==> config.mk <==
export PLATFORM = sky130hd
export DESIGN_NAME = bcd_adder_serial
export DESIGN_NICKNAME = d
export VERILOG_FILES = /design/src/rtl/bcd_adder_serial.sv
export SDC_FILE = /design/constraint.sdc
export NUM_CORES = 1
export LEC_CHECK = 0
export ABC_AREA = 1
export CORE_ASPECT_RATIO = 0.9
export CORE_MARGIN = 4
export CORE_UTILIZATION = 40
export CTS_BUF_LIST = sky130_fd_sc_hd__clkbuf_8
export CTS_CLUSTER_DIAMETER = 150
export CTS_CLUSTER_SIZE = 16
export DETAILED_ROUTE_END_ITERATION = 8
export HOLD_SLACK_MARGIN = 0.05
export PLACE_DENSITY = 0.66
export SLEW_MARGIN = 30
export SYNTH_ARGS = -nofsm -noshare
export SYNTH_HDL_FRONTEND = slang
export SYNTH_SLANG_ARGS = --single-unit
==> constraint.sdc <==
create_clock -name clk -period 4.1 [get_ports clk]
set_clock_uncertainty 0.1 [all_clocks]
set_input_delay 1.025 -clock clk [delete_from_list [all_inputs] [get_ports clk]]
set_output_delay 1.025 -clock clk [all_outputs]
set_load 0.05 [all_outputs]
==> src/rtl/bcd_adder_serial.sv <==
// Digit-serial BCD adder/subtractor: one shared digit slice processes
// DIGITS packed BCD digits least-significant first, pulsing done at the end.
module bcd_adder_serial #(
    parameter int DIGITS = 4
) (
    input  logic                  clk,
    input  logic                  rst,
    input  logic                  start,
    input  logic                  sub,
    input  logic                  cin,
    input  logic [4*DIGITS-1:0]   x,
    input  logic [4*DIGITS-1:0]   y,
    output logic [4*DIGITS-1:0]   sum,
    output logic                  cout,
    output logic                  busy,
    output logic                  done,
    output logic                  err
);

    localparam int IW = (DIGITS > 1) ? $clog2(DIGITS) : 1;

    typedef enum logic [1:0] {IDLE, RUN, DONE} state_t;

    state_t                state_q, state_d;
    logic [4*DIGITS-1:0]   sum_q, sum_d;
    logic                  cout_q, cout_d;
    logic                  err_q, err_d;
    logic                  carry_q, carry_d;
    logic [IW-1:0]         idx_q, idx_d;

    logic [4*DIGITS-1:0]   x_q, y_q;
    logic                  sub_q;
    logic                  load;

    logic [3:0]            a_dig, y_dig, b_dig;
    logic [4:0]            slice;

    function automatic logic [3:0] digit_at(input logic [4*DIGITS-1:0] v,
                                            input logic [IW-1:0] i);
        logic [3:0] r;
        r = 4'd0;
        for (int d = 0; d < DIGITS; d++) begin
            if (i == IW'(d)) r = v[4*d +: 4];
        end
        return r;
    endfunction

    function automatic logic any_invalid(input logic [4*DIGITS-1:0] v);
        logic r;
        r = 1'b0;
        for (int d = 0; d < DIGITS; d++) begin
            if (v[4*d +: 4] > 4'd9) r = 1'b1;
        end
        return r;
    endfunction

    // Returns {carry_out, digit}; the +6 correction skips the six non-BCD codes.
    function automatic logic [4:0] bcd_digit_add(input logic [3:0] a,
                                                 input logic [3:0] b,
                                                 input logic       c);
        logic [4:0] t;
        logic [4:0] tc;
        t  = {1'b0, a} + {1'b0, b} + {4'd0, c};
        tc = t + 5'd6;
        if (t > 5'd9) return {1'b1, tc[3:0]};
        return {1'b0, t[3:0]};
    endfunction

    assign a_dig = digit_at(x_q, idx_q);
    assign y_dig = digit_at(y_q, idx_q);
    assign b_dig = sub_q ? (4'd9 - y_dig) : y_dig;
    assign slice = bcd_digit_add(a_dig, b_dig, carry_q);

    always_comb begin
        state_d = state_q;
        sum_d   = sum_q;
        cout_d  = cout_q;
        err_d   = err_q;
        carry_d = carry_q;
        idx_d   = idx_q;
        load    = 1'b0;

        case (state_q)
            IDLE, DONE: begin
                if (start) begin
                    load    = 1'b1;
                    carry_d = sub ? 1'b1 : cin;
                    err_d   = any_invalid(x) | any_invalid(y);
                    idx_d   = '0;
                    state_d = RUN;
                end else begin
                    state_d = IDLE;
                end
            end
            RUN: begin
                for (int d = 0; d < DIGITS; d++) begin
                    if (idx_q == IW'(d)) sum_d[4*d +: 4] = slice[3:0];
                end
                carry_d = slice[4];
                if (idx_q == IW'(DIGITS - 1)) begin
                    cout_d  = slice[4];
                    state_d = DONE;
                end else begin
                    idx_d = idx_q + 1'b1;
                end
            end
            default: state_d = IDLE;
        endcase
    end

    always_ff @(posedge clk or posedge rst) begin
        if (rst) begin
            state_q <= IDLE;
            sum_q   <= '0;
            cout_q  <= 1'b0;
            err_q   <= 1'b0;
            carry_q <= 1'b0;
            idx_q   <= '0;
        end else begin
            state_q <= state_d;
            sum_q   <= sum_d;
            cout_q  <= cout_d;
            err_q   <= err_d;
            carry_q <= carry_d;
            idx_q   <= idx_d;
        end
    end

    // Operand registers are pure data and only change on an accepted start.
    always_ff @(posedge clk) begin
        if (load) begin
            x_q   <= x;
            y_q   <= y;
            sub_q <= sub;
        end
    end

    assign sum  = sum_q;
    assign cout = cout_q;
    assign err  = err_q;
    assign busy = (state_q == RUN);
    assign done = (state_q == DONE);

endmodule

==> reports/results.ini <==
[status]
status = finished, final reports clean

[setup_path]
crit_buf_inv = 5
r2r_slack_ns = 0.45
arrival_ns = 3.75
end_kind = flip-flop
crit_path_start_kind = flip-flop
crit_path_cell_trace = inv_1, ha_1, inv_2, o21ai_1, a31o_1, nand2_1, xnor2_1, fa_1, inv_1, fa_1, inv_1, ha_1, o21ai_1, nand2_1, inv_1, nand2_2, nand3_1, nand3_1, nand2_1
r2r_start = idx_q[0]
startpoint = idx_q[0]
path_class = reg -> reg
regToRegEndpoint = sum[10]
cpPeakStageDelay_ns = 0.48
cpMostUsedCell = inv_1
slowest_stage = fa_1
path_max_fanout = 11
reg2regPathDepth = 19
cp_top_family = adder cells
cp.required_ns = 4.21

[detailed_routing]
dr_total_vias = 1902
via_per_inst = 4.68
final_antenna_net_count = 0
drt_iter0_drc = 90
totalWireLength_um = 5470
drc = 0
drt-pass1-iter-count = 4
wl_per_cell_um = 13.5

[clocking]
clk_pin_slew_ns = 0.10
clock_path_buffers = 2
clock_latency_ns = 0.31
numClockSinks = 56
cts-root-buf = clkbuf_8
htreeDepth = 2
numCtsBuffers = 5
cts_tree = built
postCtsSetupBuffers = 0

[yosys]
avgSynthCellArea_um2 = 10.2
yosysTopAreaCell = edfxtp_1
netlist_area_um2 = 2600
synth_cell_types = 28
ys_warn_count = 0
netlist_instances = 256
synth_nets = 305
synthTopCellsByCount = nand2_1, edfxtp_1, dfrtp_1, inv_1, o21ai_0
ys_seq_elements = 56
synthTopCellsByArea = edfxtp_1, dfrtp_1, nand2_1
yosysMostFrequentCell = nand2_1
synth_edf_count = 33
yosysSeqAreaShare_pct = 60.1
synth-main-ff-cell = edfxtp_1
synth_top_area_share_pct = 38.0
async_flop_share_pct = 41.1

[floorplanning]
die_w_um = 93.1
fp.dieArea_um2 = 7870
chipHeight_um = 84.6
start_util_pct = 41.9
coreArea_um2 = 6220
io_pins = 57
rows = 27

[min_path]
hold_depth = 2
hold_start = sum[3]
min_to = sum[3]
hold_class = reg -> reg

[finish]
diodes = 0
fillers = 578
nets = 367
drive_gt1_share_pct = 8.46
area_growth_pct = 29.1

[timing]
tns_ns = 0
fin_crit_ns = 3.65
max_slew_margin_pct = 46.4
hold_violations = 0
rsz0062_at_grt = no
finalSetupViolations = 0
slew_violations = 0
fin_crit_sh_pct = 88.9
tightest_slew_ns = 0.799
clock.fmax_mhz = 274

[global_route]
antenna_found_initial = 0
grt_pass1_vias = 1876
grt_max_degree = 24
grt_pass1_wl_um = 9100
grt_use_total_pct = 14.6
overflow = 0

[placement]
dp.final_hpwl_um = 4310
place.gp.congestion = 0.824
port-buffer-count = 56

[job]
maxCapViolCount = 0

==> kinds of logic after synthesis <==
logic type,after synthesis,synth area share (%)
simple gates,111,18.7
flops,56,60.1
compound gates,44,9.56
buf+inv,31,4.56
fa+ha+maj,12,6.34
xor+xnor,2,0.673
==> what timing repair did <==
item	4_1_cts	5_1_grt
endpoints found under the setup margin	0	1
hold buffers	0	0
gates resized for setup	0	1
==> sequential cells by signal, indices dropped and copies added, names as in the netlist <==
register,cells
carry_q,1
cout,1
err,1
idx_q,2
state_q,2
sub_q,1
sum,16
x_q,16
y_q,16
==> how the worst max path moves through the flow <==
stage          endpoint  slack, ns  cells past startpoint
4_1_cts         sum[11]       0.36                     27
6_report        sum[10]       0.45                     19
3_5_place_dp    sum[11]       0.40                     27
3_3_place_gp    sum[10]       0.54                     19
2_1_floorplan    sum[3]       0.77                     29
5_1_grt         sum[11]       0.08                     27
==> placed cells by master, fill, tap and decap left out, types with 5 or more instances in the layout <==
master | synthesis | routed
nand2_1 | 70 | 70
clkdlybuf4s50_1 | 0 | 56
edfxtp_1 | 33 | 33
inv_1 | 23 | 23
dfrtp_1 | 23 | 23
o21ai_0 | 22 | 22
nand3_1 | 18 | 18
nor2_1 | 9 | 9
ha_1 | 10 | 9
a21oi_1 | 7 | 7
o21ai_1 | 6 | 6
nand2_2 | 6 | 6
inv_2 | 5 | 5
clkbuf_8 | 0 | 5
==> per-layer routing <==
layer / wire length (um) / track usage [%] / share of wire, %
met1: 2680 / 20.8 / 49
met2: 2440 / 22.4 / 45
met3: 332 / 4.39 / 6.1
met4: 11 / 2.80 / 0.20
met5: 0 / 0 / 0
==> tightest hold or removal path, stage by stage, from the launching register on <==
cell     delay (ns)
dfrtp_1        0.36
nand2_1        0.05
nand2_1        0.05
==> metrics by stage <==
step	util [%]	hold slack, ns	instances	instance area, um2	setup WS [ns]
CTS	54.0	0.392	406	3360	0.365
floorplan	-	0.395	256	2610	0.773
global route	54.1	0.416	406	3360	0.0771
global placement	52.7	0.360	398	3280	0.541
finish	54.1	0.388	406	3360	0.453
detailed placement	52.7	0.365	398	3280	0.403
==> area by class of cell <==
type	count	area (um2)	share of cell area, %
repair buffers	58	576	17.1
clock inverters	3	15.0	0.447
clock buffers	5	68.8	2.05
well taps	87	109	3.24
multi-input cells	169	922	27.4
flip-flops and latches	56	1570	46.6
inverters	28	105	3.13
Power is not shown: default switching activity piles up to over one toggle a cycle in this logic, so the estimate is an artifact.
==> RTL edit 1: new RTL, same flow settings <==
Encoding of `state_t`: now one-hot (3 bits for 3 states).
--- a/src/rtl/bcd_adder_serial.sv
+++ b/src/rtl/bcd_adder_serial.sv
@@ -19,7 +19,7 @@
 
     localparam int IW = (DIGITS > 1) ? $clog2(DIGITS) : 1;
 
-    typedef enum logic [1:0] {IDLE, RUN, DONE} state_t;
+    typedef enum logic [2:0] {IDLE = 3'b001, RUN = 3'b010, DONE = 3'b100} state_t;
 
     state_t                state_q, state_d;
     logic [4*DIGITS-1:0]   sum_q, sum_d;
Function: no difference found for any inputs over 10 cycles, from zero or initial values and one cycle with rst high; not proved beyond that.
==> RTL edit 1 against the unedited design <==
  * Routed wire length is 2.1% higher
  * Cell count is 4.4% higher
  * Worst setup slack worse by 0.12 ns
  * Final area is 6.8% higher
  * Synthesized area is 3.5% higher
  * Sequential cell count is 1 higher
  * Critical path type unchanged
  * Critical endpoint is now sum[13]
Power is not shown: default switching activity piles up to over one toggle a cycle in this logic, so the estimate is an artifact.
==> RTL edit 1: results (changes against the unedited design) <==
Clock network
  – Cts repair resizes: 0 (unchanged)
  – Clock Latency Late Sink: 0.34 ns (+0.03 ns)
  – Worst-path clk slew: 0.06 ns (-0.04 ns)
  – Cts hold-fix bufs: 0 (unchanged)
  – Max H-tree Level: 3 (+1)
  – CTS Buf Count: 9 (+4)
  – Clk buf depth: 2 (unchanged)
  – Clock Root Buffer: clkbuf_8
  – Post-CTS Setup Inserts: 0 (unchanged)

Synth
  – Mapped Nets: 311 (+2.0%)
  – Post-synth top cells: nand2_1 (73), edfxtp_1 (33), dfrtp_1 (23), o21ai_0 (23), nand3_1 (22)
  – Post-synth top flop: edfxtp_1
  – Synth Area in Adders: 6.125% (-0.21 points)
  – Warnings from Yosys: 0 (unchanged)
  – Compound-cell area share of the yosys netlist: 9.327% (-0.23 points)
  – Largest cells by area after synthesis: edfxtp_1 (37%), dfrtp_1 (21%), nand2_1 (10%)
  – Mux cell area share after synthesis: 0% (unchanged)
  – Yosys cell types: 33 (+18%)
  – Async SR Flop Fraction: 42.11% (+1.0 points)
  – Seq/Total Area, Yosys: 59.07% (-1.1 points)
  – Xor/xnor cell area share of the yosys netlist: 0.6497% (-0.023 points)
  – EDFF count, synth: 33 (unchanged)
  – Count leader, synth: nand2_1

Critical path
  – Critical path endpoint: sum[13]
  – Slack of the worst reg-to-reg path: 0.33 ns (-0.12 ns)
  – Critical Path AT: 3.90 ns (+0.15 ns)
  – Largest fanout on the critical path: 12 (+1)
  – Worst r2r path cells: 19 (unchanged)
  – Crit. Startpoint: idx_q[0]

GRT
  – GRT Util Overall: 15.56% (+0.91 points)
  – Pin count of the biggest net entering global routing: 29 (+21%)
  – Initial antenna violation count: 0 (unchanged)
  – Vias in the first global route: 1973 (+5.2%)
  – First-pass GRT wire length: 9363 um (+2.9%)

Placed design
  – GPL Wtd Cong: 0.7772 (-5.7%)
  – # port buffers: 56 (unchanged)
  – Post-detail-place hpwl: 4332 um (+0.44%)

Detailed routing
  – Drt first pass iters: 4 (unchanged)
  – Via density per instance: 4.708 (+0.49%)
  – Total Routed Length: 5582 um (+2.1%)
  – DRT iter0 DRCs: 107 (+19%)

Timing
  – Normalized max-slew margin: 43.66% (-2.7 points)
  – Fin. Hold Viols: 0 (unchanged)

Final layout
  – Antenna Cells: 0 (unchanged)
  – Layout cells sized above 1: 12.57% (+4.1 points)
  – Nets: 378 (+3.0%)

Min path
  – Worst min path class: register to register

Outcome
  – Run status: completed
## RTL edit 1: stage by stage
stage                     setup slack (ns)  utilization (%)  cell area, um2  hold WS, ns  instances
after floorplan                     0.6847                -            2696       0.4059        262
after global placement              0.4305            51.49            3373       0.3629        408
after detailed placement            0.3328            51.49            3373       0.3670        408
after CTS                           0.3263            54.83            3592       0.3856        424
after global routing               0.05722            54.83            3592       0.4042        424
final                               0.3318            54.83            3592       0.3796        424
## RTL edit 1: logic make-up (layout without fill, tap and decap cells)
logic type               count (synthesis)  in the layout
buffers and inverters                   29            101
XOR/XNOR                                 2              2
flip-flops                              57             57
AO/OA/AOI/OAI                           45             45
adder cells (fa/ha/maj)                 12             12
AND/OR/NAND/NOR                        117            117
## RTL edit 1: critical path: stages (launching register included)
cell      delay, ns
dfrtp_1        0.40
inv_1          0.08
ha_1           0.22
inv_1          0.33
o21ai_1        0.11
a31o_2         0.24
o211ai_1       0.08
nand2_1        0.09
fa_1           0.43
fa_1           0.57
inv_1          0.09
ha_1           0.22
inv_1          0.07
a21oi_1        0.05
a21oi_2        0.11
nand2_2        0.09
nand2_2        0.13
nand2_2        0.10
nand3_1        0.08
nand2_1        0.06
## RTL edit 1: layer usage
layer | up-vias | share of wire (%) | global-route usage, %
met1 | 903 | 45 | 20.22
met4 | 0 | 2.2 | 8.257
met3 | 11 | 6.7 | 4.649
met2 | 60 | 46 | 23.45
met5 | - | 0 | 0
li1 | 1022 | - | -
## RTL edit 1: layout make-up
class / instances / area (um2)
Fill cell: 613 / 2959
Sequential cell: 57 / 1593
Multi-Input combinational cell: 176 / 980.9
Timing Repair Buffer: 60 / 590.6
Clock buffer: 9 / 123.9
Tap cell: 90 / 112.6
Inverter: 25 / 96.34
Clock inverter: 7 / 95.09
## RTL edit 1: how the worst min path moves through the flow
| stage | start | end | cells past startpoint | slack, ns |
|---|---|---|---|---|
| after floorplan | carry_q | carry_q | 2 | 0.41 |
| after global placement | sum[7] | sum[7] | 2 | 0.36 |
| after detailed placement | sum[7] | sum[7] | 2 | 0.37 |
| after CTS | sum[9] | sum[9] | 2 | 0.39 |
| after global routing | sum[2] | sum[2] | 2 | 0.40 |
| final | sum[10] | sum[10] | 2 | 0.38 |
==> RTL edit 2: new RTL, same settings <==
Made on the original files. The parameter `DIGITS` goes from 4 to 8.
--- a/src/rtl/bcd_adder_serial.sv
+++ b/src/rtl/bcd_adder_serial.sv
@@ -1,7 +1,7 @@
 // Digit-serial BCD adder/subtractor: one shared digit slice processes
 // DIGITS packed BCD digits least-significant first, pulsing done at the end.
 module bcd_adder_serial #(
-    parameter int DIGITS = 4
+    parameter int DIGITS = 8
 ) (
     input  logic                  clk,
     input  logic                  rst,
Ports: changed (resized sum, x and y); port bits go from 57 to 105. No check against the original RTL was run, so the function may have changed too.
==> RTL edit 2 against the unedited design <==
  * Worst setup slack worse by 0.12 ns
  * Critical path type unchanged
  * Final area up 90%
  * Sequential cell count is 49 higher
  * Cell count is 87% higher
  * Sequential share of layout area decreased by 0.27 points
  * Routed wire length increased by 93%
  * Synthesized area up 81%
  * Maximum frequency fell by 3.2%
Power is not shown: default switching activity piles up to over one toggle a cycle in this logic, so the estimate is an artifact.
==> RTL edit 2: results (changes against the unedited design) <==
Synth
  – Post-synth top flop: edfxtp_1
  – Mapped Nets: 555 (+82%)
  – Seq/Total Area, Yosys: 62.78% (+2.6 points)
  – Post-synth top cells: nand2_1 (149), edfxtp_1 (65), inv_1 (42), dfrtp_1 (40)
  – EDFF count, synth: 65 (+97%)
  – Compound-cell area share of the yosys netlist: 6.464% (-3.1 points)
  – Synth Area in Adders: 4.044% (-2.3 points)
  – Async SR Flop Fraction: 38.10% (-3.0 points)
  – Mux cell area share after synthesis: 0% (unchanged)
  – Largest cells by area after synthesis: edfxtp_1 (42%), dfrtp_1 (21%), nand2_1 (12%)
  – Yosys cell types: 27 (-3.6%)
  – Synth Instances: 472 (+84%)
  – Xor/xnor cell area share of the yosys netlist: 1.064% (+0.39 points)

Placed design
  – Placed Area: 5991 um2 (+83%)
  – Dpl ws: -0.08274 ns (-0.4860 ns)
  – Post-Place Cells: 735 (+85%)
  – Post-detail-place hpwl: 8302 um (+92%)
  – # port buffers: 104 (+86%)
  – GPL Wtd Cong: 0.7793 (-5.4%)

Clock network
  – Max H-tree Level: 3 (+1)
  – CTS Sinks: 105 (+88%)
  – Clk buf depth: 2 (unchanged)
  – Clock Latency Late Sink: 0.36 ns (+0.05 ns)
  – Cts repair resizes: 5 (+5)
  – CTS Buf Count: 9 (+4)
  – Clock Root Buffer: clkbuf_8

Final layout
  – Clkbuf count: 10 (+5)
  – Layout non-clock buf frac: 18.76% (+1.6 points)
  – Multi-input gates: 315 (+86%)
  – Seq area share: 46.32% (-0.27 points)
  – Antenna Cells: 0 (unchanged)
  – Bufs w/o clock: 123 (+110%)
  – Fraction of area in clock buffers and inverters: 3.160% (+0.67 points)
  – Nets: 683 (+86%)
  – FILL cells: 1037 (+79%)
  – Layout cells sized above 1: 12.89% (+4.4 points)
  – Multi-input gate share of total cell area: 25.87% (-1.6 points)
  – Post-Layout Cell Count: 761 (+87%)
  – Logic inverters: 46 (+64%)

Outcome
  – Run status: completed

GRT
  – GRT Util Overall: 16.14% (+1.5 points)
  – Initial antenna violation count: 0 (unchanged)
  – Pin count of the biggest net entering global routing: 50 (+110%)
  – Vias in the first global route: 3507 (+87%)
  – First-pass GRT wire length: 17130 um (+88%)

Critical path
  – Largest fanout on the critical path: 8 (-3)
  – Critical Path AT: 3.92 ns (+0.17 ns)
  – Worst path slowest cell: dfrtp_1
  – CP max stage delay: 0.44 ns (-0.04 ns)

Floorplan
  – Die area: 13560 um2 (+72%)

Detailed routing
  – Total Routed Length: 10580 um (+93%)
  – Via density per instance: 4.669 (-0.34%)
  – DRT iter0 DRCs: 182 (+100%)

Timing
  – Normalized max-slew margin: 61.62% (+15 points)
-- RTL edit 2: metal layers --
layer,track usage (%),wire length [um],part of all wire (%)
met5,0,0,0
met4,3.657,55,0.52
met3,4.184,722,6.8
met2,26.15,4877,46
met1,21.84,4919,47
-- RTL edit 2: worst paths after layout --
| kind | from | to | slack (ns) | depth (start not counted) |
|---|---|---|---|---|
| min in group asynchronous | rst | sum[16] | 0.99 | 3 |
| setup / recovery | idx_q[0] | sum[26] | 0.33 | 27 |
| max in group asynchronous | rst | idx_q[2] | 2.58 | 3 |
| hold / removal | sum[22] | sum[22] | 0.39 | 2 |
| setup reg to reg | idx_q[0] | sum[26] | 0.33 | 27 |
| hold reg to reg | sum[22] | sum[22] | 0.39 | 2 |
-- RTL edit 2: stage by stage --
stage	hold WS, ns	utilization [%]
5_1_grt	0.4168	55.53
3_5_place_dp	0.3700	52.18
2_1_floorplan	0.4797	-
3_3_place_gp	0.3675	52.18
4_1_cts	0.3941	54.14
6_report	0.3919	55.53
